**src/rtl/mips_ctrl_pkg.sv**
```systemverilog
// rtl/mips_ctrl_pkg.sv - shared types and encodings for the multicycle MIPS control unit
package mips_ctrl_pkg;

  // Encoding follows the order the states are listed in the design notes,
  // so the debug state output reads 0 = FETCH ... 14 = JUMP.
  typedef enum logic [3:0] {
    S_FETCH   = 4'd0,
    S_DECODE  = 4'd1,
    S_MEMADR  = 4'd2,
    S_MEMRD   = 4'd3,
    S_MEMWB   = 4'd4,
    S_MEMWR   = 4'd5,
    S_RTYPEEX = 4'd6,
    S_ALUWB   = 4'd7,
    S_BRANCH  = 4'd8,
    S_ADDIEX  = 4'd9,
    S_ANDIEX  = 4'd10,
    S_ORIEX   = 4'd11,
    S_SLTIEX  = 4'd12,
    S_IMMWB   = 4'd13,
    S_JUMP    = 4'd14
  } state_t;

  localparam logic [5:0] OP_RTYPE = 6'b000000;
  localparam logic [5:0] OP_J     = 6'b000010;
  localparam logic [5:0] OP_BEQ   = 6'b000100;
  localparam logic [5:0] OP_BNE   = 6'b000101;
  localparam logic [5:0] OP_ADDI  = 6'b001000;
  localparam logic [5:0] OP_SLTI  = 6'b001010;
  localparam logic [5:0] OP_ANDI  = 6'b001100;
  localparam logic [5:0] OP_ORI   = 6'b001101;
  localparam logic [5:0] OP_LW    = 6'b100011;
  localparam logic [5:0] OP_SW    = 6'b101011;

  localparam logic [5:0] F_ADD = 6'b100000;
  localparam logic [5:0] F_SUB = 6'b100010;
  localparam logic [5:0] F_AND = 6'b100100;
  localparam logic [5:0] F_OR  = 6'b100101;
  localparam logic [5:0] F_SLT = 6'b101010;

  localparam logic [2:0] ALU_ADD = 3'b010;
  localparam logic [2:0] ALU_SUB = 3'b110;
  localparam logic [2:0] ALU_AND = 3'b000;
  localparam logic [2:0] ALU_OR  = 3'b001;
  localparam logic [2:0] ALU_SLT = 3'b111;

  // aluop: what the ALU decoder should do this state
  localparam logic [1:0] ALUOP_ADD   = 2'b00;
  localparam logic [1:0] ALUOP_SUB   = 2'b01;
  localparam logic [1:0] ALUOP_FUNCT = 2'b10;

  localparam logic [1:0] SRCB_B     = 2'b00;
  localparam logic [1:0] SRCB_FOUR  = 2'b01;
  localparam logic [1:0] SRCB_IMM   = 2'b10;
  localparam logic [1:0] SRCB_BRIMM = 2'b11;

  localparam logic [1:0] PCSRC_ALU    = 2'b00;
  localparam logic [1:0] PCSRC_ALUOUT = 2'b01;
  localparam logic [1:0] PCSRC_JUMP   = 2'b10;

endpackage

```
**src/rtl/mips_alu_dec.sv**
```systemverilog
// rtl/mips_alu_dec.sv - ALU decoder: aluop plus funct to alucontrol
module mips_alu_dec
  import mips_ctrl_pkg::*;
(
  input  logic [1:0] i_aluop,
  input  logic [5:0] i_funct,
  output logic [2:0] o_alucontrol,
  output logic       o_bad_funct
);

  // Fixed ops for ADD/SUB; funct decode otherwise, flagging unknown functs
  always_comb begin
    o_alucontrol = ALU_ADD;
    o_bad_funct  = 1'b0;
    case (i_aluop)
      ALUOP_SUB: o_alucontrol = ALU_SUB;
      ALUOP_FUNCT: begin
        case (i_funct)
          F_ADD:   o_alucontrol = ALU_ADD;
          F_SUB:   o_alucontrol = ALU_SUB;
          F_AND:   o_alucontrol = ALU_AND;
          F_OR:    o_alucontrol = ALU_OR;
          F_SLT:   o_alucontrol = ALU_SLT;
          default: o_bad_funct  = 1'b1;
        endcase
      end
      default: o_alucontrol = ALU_ADD;
    endcase
  end

endmodule

```
**src/rtl/mips_multicycle_ctrl.sv**
```systemverilog
// rtl/mips_multicycle_ctrl.sv - Moore FSM sequencing the shared-memory multicycle MIPS datapath
module mips_multicycle_ctrl
  import mips_ctrl_pkg::*;
#(
  parameter int ALUCTRL_W     = 3,
  parameter int MEM_HANDSHAKE = 1,
  parameter int STATE_W       = 4
) (
  input  logic                 i_clk,
  input  logic                 i_reset,
  input  logic [5:0]           i_op,
  input  logic [5:0]           i_funct,
  input  logic                 i_zero,
  input  logic                 i_mem_ready,
  output logic                 o_pcen,
  output logic                 o_iord,
  output logic                 o_irwrite,
  output logic                 o_memwrite,
  output logic                 o_regwrite,
  output logic                 o_regdst,
  output logic                 o_memtoreg,
  output logic                 o_alusrca,
  output logic [1:0]           o_alusrcb,
  output logic                 o_zeroext,
  output logic [1:0]           o_pcsrc,
  output logic [ALUCTRL_W-1:0] o_alucontrol,
  output logic                 o_illegal,
  output logic [STATE_W-1:0]   o_state
);

  state_t     r_state;
  state_t     w_next;
  logic       w_mem_ready;
  logic       w_pcen, w_irwrite, w_memwrite, w_regwrite, w_illegal_op;
  logic [1:0] w_aluop;
  logic [5:0] w_dec_funct;
  logic [2:0] w_aluctrl;
  logic       w_bad_funct;

  assign w_mem_ready = (MEM_HANDSHAKE != 0) ? i_mem_ready : 1'b1;

  mips_alu_dec u_alu_dec (
    .i_aluop      (w_aluop),
    .i_funct      (w_dec_funct),
    .o_alucontrol (w_aluctrl),
    .o_bad_funct  (w_bad_funct)
  );

  // State register; reset aborts any instruction in flight
  always_ff @(posedge i_clk or negedge i_reset) begin
    if (!i_reset) r_state <= S_FETCH;
    else          r_state <= w_next;
  end

  // Next-state and Moore outputs; immediate ops reuse the funct decoder
  // by presenting the matching R-type funct code
  always_comb begin
    w_next       = r_state;
    w_pcen       = 1'b0;
    w_irwrite    = 1'b0;
    w_memwrite   = 1'b0;
    w_regwrite   = 1'b0;
    w_illegal_op = 1'b0;
    o_iord       = 1'b0;
    o_regdst     = 1'b0;
    o_memtoreg   = 1'b0;
    o_alusrca    = 1'b0;
    o_alusrcb    = SRCB_B;
    o_zeroext    = 1'b0;
    o_pcsrc      = PCSRC_ALU;
    w_aluop      = ALUOP_ADD;
    w_dec_funct  = i_funct;
    case (r_state)
      S_FETCH: begin
        o_alusrcb = SRCB_FOUR;
        w_pcen    = w_mem_ready;
        w_irwrite = w_mem_ready;
        if (w_mem_ready) w_next = S_DECODE;
      end
      S_DECODE: begin
        o_alusrcb = SRCB_BRIMM;
        case (i_op)
          OP_LW, OP_SW:   w_next = S_MEMADR;
          OP_RTYPE:       w_next = S_RTYPEEX;
          OP_BEQ, OP_BNE: w_next = S_BRANCH;
          OP_ADDI:        w_next = S_ADDIEX;
          OP_ANDI:        w_next = S_ANDIEX;
          OP_ORI:         w_next = S_ORIEX;
          OP_SLTI:        w_next = S_SLTIEX;
          OP_J:           w_next = S_JUMP;
          default: begin
            w_next       = S_FETCH;
            w_illegal_op = 1'b1;
          end
        endcase
      end
      S_MEMADR: begin
        o_alusrca = 1'b1;
        o_alusrcb = SRCB_IMM;
        w_next    = (i_op == OP_LW) ? S_MEMRD : S_MEMWR;
      end
      S_MEMRD: begin
        o_iord = 1'b1;
        if (w_mem_ready) w_next = S_MEMWB;
      end
      S_MEMWB: begin
        o_memtoreg = 1'b1;
        w_regwrite = 1'b1;
        w_next     = S_FETCH;
      end
      S_MEMWR: begin
        o_iord     = 1'b1;
        w_memwrite = 1'b1;
        if (w_mem_ready) w_next = S_FETCH;
      end
      S_RTYPEEX: begin
        o_alusrca = 1'b1;
        w_aluop   = ALUOP_FUNCT;
        w_next    = S_ALUWB;
      end
      S_ALUWB: begin
        o_regdst   = 1'b1;
        w_regwrite = 1'b1;
        w_next     = S_FETCH;
      end
      S_BRANCH: begin
        o_alusrca = 1'b1;
        w_aluop   = ALUOP_SUB;
        o_pcsrc   = PCSRC_ALUOUT;
        w_pcen    = i_zero ^ i_op[0];
        w_next    = S_FETCH;
      end
      S_ADDIEX: begin
        o_alusrca = 1'b1;
        o_alusrcb = SRCB_IMM;
        w_next    = S_IMMWB;
      end
      S_ANDIEX: begin
        o_alusrca   = 1'b1;
        o_alusrcb   = SRCB_IMM;
        o_zeroext   = 1'b1;
        w_aluop     = ALUOP_FUNCT;
        w_dec_funct = F_AND;
        w_next      = S_IMMWB;
      end
      S_ORIEX: begin
        o_alusrca   = 1'b1;
        o_alusrcb   = SRCB_IMM;
        o_zeroext   = 1'b1;
        w_aluop     = ALUOP_FUNCT;
        w_dec_funct = F_OR;
        w_next      = S_IMMWB;
      end
      S_SLTIEX: begin
        o_alusrca   = 1'b1;
        o_alusrcb   = SRCB_IMM;
        w_aluop     = ALUOP_FUNCT;
        w_dec_funct = F_SLT;
        w_next      = S_IMMWB;
      end
      S_IMMWB: begin
        w_regwrite = 1'b1;
        w_next     = S_FETCH;
      end
      S_JUMP: begin
        o_pcsrc = PCSRC_JUMP;
        w_pcen  = 1'b1;
        w_next  = S_FETCH;
      end
      default: w_next = S_FETCH;
    endcase
  end

  // Strobes are gated by reset so nothing writes while reset is held
  assign o_pcen       = i_reset & w_pcen;
  assign o_irwrite    = i_reset & w_irwrite;
  assign o_memwrite   = i_reset & w_memwrite;
  assign o_regwrite   = i_reset & w_regwrite;
  assign o_illegal    = i_reset & (w_illegal_op | ((r_state == S_RTYPEEX) & w_bad_funct));
  assign o_alucontrol = ALUCTRL_W'(w_aluctrl);
  assign o_state      = STATE_W'(r_state);

endmodule

```
**config.mk**
```make
export PLATFORM = sky130hd
export DESIGN_NAME = mips_multicycle_ctrl
export DESIGN_NICKNAME = d
export VERILOG_FILES = /design/src/rtl/mips_ctrl_pkg.sv /design/src/rtl/mips_alu_dec.sv /design/src/rtl/mips_multicycle_ctrl.sv
export SDC_FILE = /design/constraint.sdc
export NUM_CORES = 1
export LEC_CHECK = 0
export CAP_MARGIN = 20
export CORE_MARGIN = 1.5
export CORE_UTILIZATION = 30
export DETAILED_ROUTE_END_ITERATION = 10
export PLACE_DENSITY_LB_ADDON = 0.3
export RECOVER_POWER = 100
export SLEW_MARGIN = 20
export SYNTH_ARGS = -nofsm -noshare
export SYNTH_HDL_FRONTEND = slang
export SYNTH_SLANG_ARGS = --single-unit
```
**constraint.sdc**
```tcl
create_clock -name i_clk -period 1.9 [get_ports i_clk]
set_clock_uncertainty 0.1 [all_clocks]
set_input_delay 0.38 -clock i_clk [delete_from_list [all_inputs] [get_ports i_clk]]
set_output_delay 0.38 -clock i_clk [all_outputs]
set_load 0.005 [all_outputs]
```
After elaboration in Yosys (flattened, before gate mapping)
Index checks and enable logic that the tools add are counted.

Equal/unequal tests: 33. Muxes and demuxes: 25. Bitwise gates (word level): 8. Reductions and logical operators: 14.

Operators with widths (count): 6-bit == test (second input constant) (7); 4-bit one-hot mux with 8 select lines (1); 4-bit == test (second input constant) (7); 4-bit one-hot mux with 7 select lines (1); 6-bit by 4-bit == test with 1-bit output (second input constant) (4); 6-bit one-hot mux with 3 select lines (1); 4-bit by 3-bit == test with 1-bit output (second input constant) (4); 6-bit by 3-bit == test with 1-bit output (second input constant) (2); 1-bit two-way mux (12); 4-bit two-way mux (3); 3-bit one-hot mux with 4 select lines (1); 10-bit OR reduction (1); 5-bit OR reduction (2); 4-bit by 2-bit == test with 1-bit output (second input constant) (2); 2-bit one-hot mux with 2 select lines (2); 2-bit OR reduction (4); 4-bit OR reduction (2); 7-bit OR reduction (1); 1-bit AND (6); 6-bit by 2-bit == test with 1-bit output (second input constant) (1); 6-bit zero test (1); 2-bit != test (second input constant) (3); 2-bit one-hot mux with 3 select lines (1); 3-bit one-hot mux with 2 select lines (1); 10 further kinds (10).

Flip-flop bits (word level): 4. Output and inout port bits: 21. Word-level logic and storage cells: 81.

Logic depth before layout (Yosys ltp)
Depth after elaboration: 9. Depth in mapped cells: 9.

Hierarchy
From an unflattened synthesis, not the netlist that was laid out.

Cells, all modules: 136. Area, all modules: 904.6 um^2.

Modules (own cells, without submodules): mips_multicycle_ctrl (instances 1, cells an instance 116, area an instance 755.7 um^2, sequential area each 100.1 um^2); mips_alu_dec (instances 1, cells an instance 20, area an instance 148.9 um^2, sequential area each 0.0 um^2).

Worst setup path after synthesis
No wires, ideal clock.

Kind: register to output. From: register r_state[3], in the netlist o_state[3]. To: output port o_illegal. Arrival time: 1.631 ns. Slack: -0.211 ns. Cell stages (with the launch flop): 9. Cell sequence: dfrtp_1 > buf_4 > nand2b_1 > o21ai_0 > nand2_1 > nand2_1 > ha_1 > nand2_1 > o41ai_2.

Word-level cells in the longest chain between the ends: 9.

Ends and longest elaborated chain: start, declared (line mips_multicycle_ctrl.sv:31) `state_t r_state;`; start signal, assigned (line mips_multicycle_ctrl.sv:52) `else r_state <= w_next;`; 4-bit == test (line mips_multicycle_ctrl.sv:73) `case (r_state)`; 6-bit one-hot mux with 3 select lines (line mips_multicycle_ctrl.sv:73); 6-bit == test (line mips_alu_dec.sv:18) `case (i_funct)`; 5-bit OR reduction (no source line); 1-bit two-way mux (line mips_alu_dec.sv:18); 1-bit two-way mux (line mips_alu_dec.sv:15) `case (i_aluop)`; 1-bit AND (line mips_multicycle_ctrl.sv:179) `assign o_illegal = i_reset & (w_illegal_op | ((r_state == S_RTYPEEX) & w_bad_funct));`; 1-bit bitwise OR * (line mips_multicycle_ctrl.sv:179); 1-bit AND * (line mips_multicycle_ctrl.sv:179); end, declared (line mips_multicycle_ctrl.sv:27) `output logic o_illegal,`.

Every way passes the cells marked *; elsewhere a longest branch is shown, timed or not.

Worst setup path after layout
From: register r_state[0], in the netlist o_state[0]. To: output port o_illegal.

Same word-level chain as after synthesis.

==> results.cfg <==
[timing]
timing.final.crit_share_pct = 125
maxSlewHeadroom_pct = 74.2
period_minus_slack_ns = 2.37
max_freq_mhz = 422
setup_slack_ns = -0.472
rsz0062_at_grt = true
tightest_slew_ns = 0.384
setup_viol_count_final = 13
hold_viol = 0
drv_slew = 0
hold_ws_ns = 0.668

[clocking]
clkLatencyLatePin_ns = 0.25
clockBufferDepth = 2
cts_inserted_buffers = 3
cts.clk_slew.worst_paths_ns = 0.04
cts_tree = built
cts_root_buf = clkbuf_4
htreeDepth = 1
cts_sinks = 4

[floorplan]
die_y_um = 58.6
io_pins = 37
die_w_um = 58.6
core_mm2 = 0.00285
die_area_mm2 = 0.00343
rows = 19
start_util_pct = 32.5

[global_routing]
antenna_found_initial = 0
track_usage_pct = 22.7
grt_first_pass_wirelength_mm = 6.07
first_global_vias = 1408
gr-total-overflow = 0
grt_max_degree = 18

[layout]
largest_register_ffs = 4
synthToLayoutAreaGrowth_pct = 126
fin_util_pct = 73.3
fill_cells = 220
diodes = 0
nets = 261
fin_cells = 273
drive_gt1_share_pct = 56.2

[drt]
viasPerCell = 5.47
vias = 1493
wl_mm = 4.23
drc = 0
wl_per_cell_um = 15.5
drt_iter0_drc = 82
ant_nets = 0
drt-pass1-iter-count = 4

[outcome]
violations = negative setup slack
outcome = finished, violations left

[logic_synthesis]
synth.top_cells.by_count = 14 x o21ai_0, 12 x a21oi_1, 12 x nand2_1, 12 x nor2_1
ys_seq_elements = 4
async_flop_share_pct = 100
ys_top_cells_by_area = dfrtp_1 11%, o21ai_0 7.6%, a21oi_1 6.5%, nand2b_1 5.4%, nand2_1 4.9%
synthCells = 140
syn_avg_cell_area_um2 = 6.62
netlist_area_um2 = 927
yosysTopAreaCell = dfrtp_1
yosysSeqAreaShare_pct = 10.8
synth_edf_count = 0
synth.most_common_cell = o21ai_0
synth.net_count = 158
synth_flop_cell = dfrtp_1
synth_cell_types = 47
yosysTopAreaCellShare_pct = 10.8
ys.warnings.count = 0

[worst_setup_path]
cp_slowest_cell = dfrtp_2
cp.required_ns = 1.42
crit_chain = nand4bb_4 -> buf_6 -> nand2_4 -> ha_4 -> nand2_2 -> o41ai_2 -> buf_2
crit_path_max_fanout = 5
arrival_ns = 1.89
r2r_cells = 9
cp-start-kind = register
endpoint_kind = output pin
slowest_delay_ns = 0.43
critPathKind = register to output pin

[power]
power_leakage_nw = 1.01
vdd_drop_max_uv = 569
powerDensity_mw_per_mm2 = 882

[placement]
gp_congestion = 0.931
dp_hpwl_mm = 2.66
portBuffers = 36
placed_cells = 243

[worst_hold_path]
hold_depth = 2
hold_path_class = register to register

[job]
drv_cap = 0
## repair_timing
action / 4_1_cts / 5_1_grt
endpoints found under the setup margin: 19 / 20
gates resized for setup: 96 / 48
pin swaps: 14 / 15
buffers inserted: 10 / 15
gates cloned: 2 / 0
hold buffers: 0 / 0
## worst max-delay path: cells and delay by family, from the launching register on
family / cells / cell delay [ns]
simple gates: 3 / 0.41
buf+inv: 2 / 0.32
fa+ha+maj: 1 / 0.13
compound gates: 1 / 0.33
flops: 1 / 0.43
## metrics by stage
stage	setup slack (ns)	setup TNS (ns)	total power [mW]	instance area, um2
floorplan	-0.0198	-0.0382	0.682	995
global placement	-0.818	-5.18	1.21	1660
detailed placement	-0.840	-5.39	1.22	1660
CTS	-0.459	-2.10	1.63	1930
global route	-0.518	-3.51	1.95	2090
finish	-0.472	-2.56	1.84	2090
## final timing paths
kind,from,to,slack (ns)
worst max-delay path,o_state[0],o_illegal,-0.47
worst min-delay path,o_state[0],o_state[2],0.67
worst max register to register,o_state[0],o_state[2],0.16
worst min register to register,o_state[0],o_state[2],0.67
max in group asynchronous,i_reset,o_state[2],0.85
min in group asynchronous,i_reset,o_state[0],0.71
## report_power, final
part           internal [mW]  leakage [nW]  switching (mW)  total [mW]
Combinational          0.888         0.947           0.669        1.56
Clock                 0.0794        0.0150          0.0445       0.124
Sequential             0.116        0.0492          0.0468       0.163
## per-layer routing
layer / vias up / share of wire, % / global-route usage (%)
met1: 689 / 36 / 22.5
li1: 726 / - / -
met4: 0 / 2.9 / 8.77
met2: 66 / 57 / 47.4
met3: 12 / 4.1 / 1.76
met5: - / 0 / 0
## layout make-up
type                       instances  area, um2  area share (%)
multi-input combinational        117        953            45.6
timing repair buffer             108        928            44.4
sequential                         4        104            4.97
inverter                           9       40.0            1.92
tap                               31       38.8            1.86
clock buffer                       4       26.3            1.26
## cells in the final DEF, fill, tap and decap left out, drive strengths merged, types with 4 or more instances in the layout
cell type	n
a21oi	12
buf	79
clkbuf	12
clkdlybuf4s50	11
dfrtp	4
dlygate4sd2	5
inv	8
nand2	12
nand2b	9
nand3	6
nor2	13
nor3	6
o21ai	16
## cells by family after synthesis
logic type               share of synthesized area, %
AO/OA/AOI/OAI                                    32.5
XOR/XNOR                                         2.83
adder cells (fa/ha/maj)                          2.70
buffers and inverters                            10.5
flip-flops                                       10.8
multiplexers                                     1.08
AND/OR/NAND/NOR                                  39.5
(Power assumes the default switching activity.)
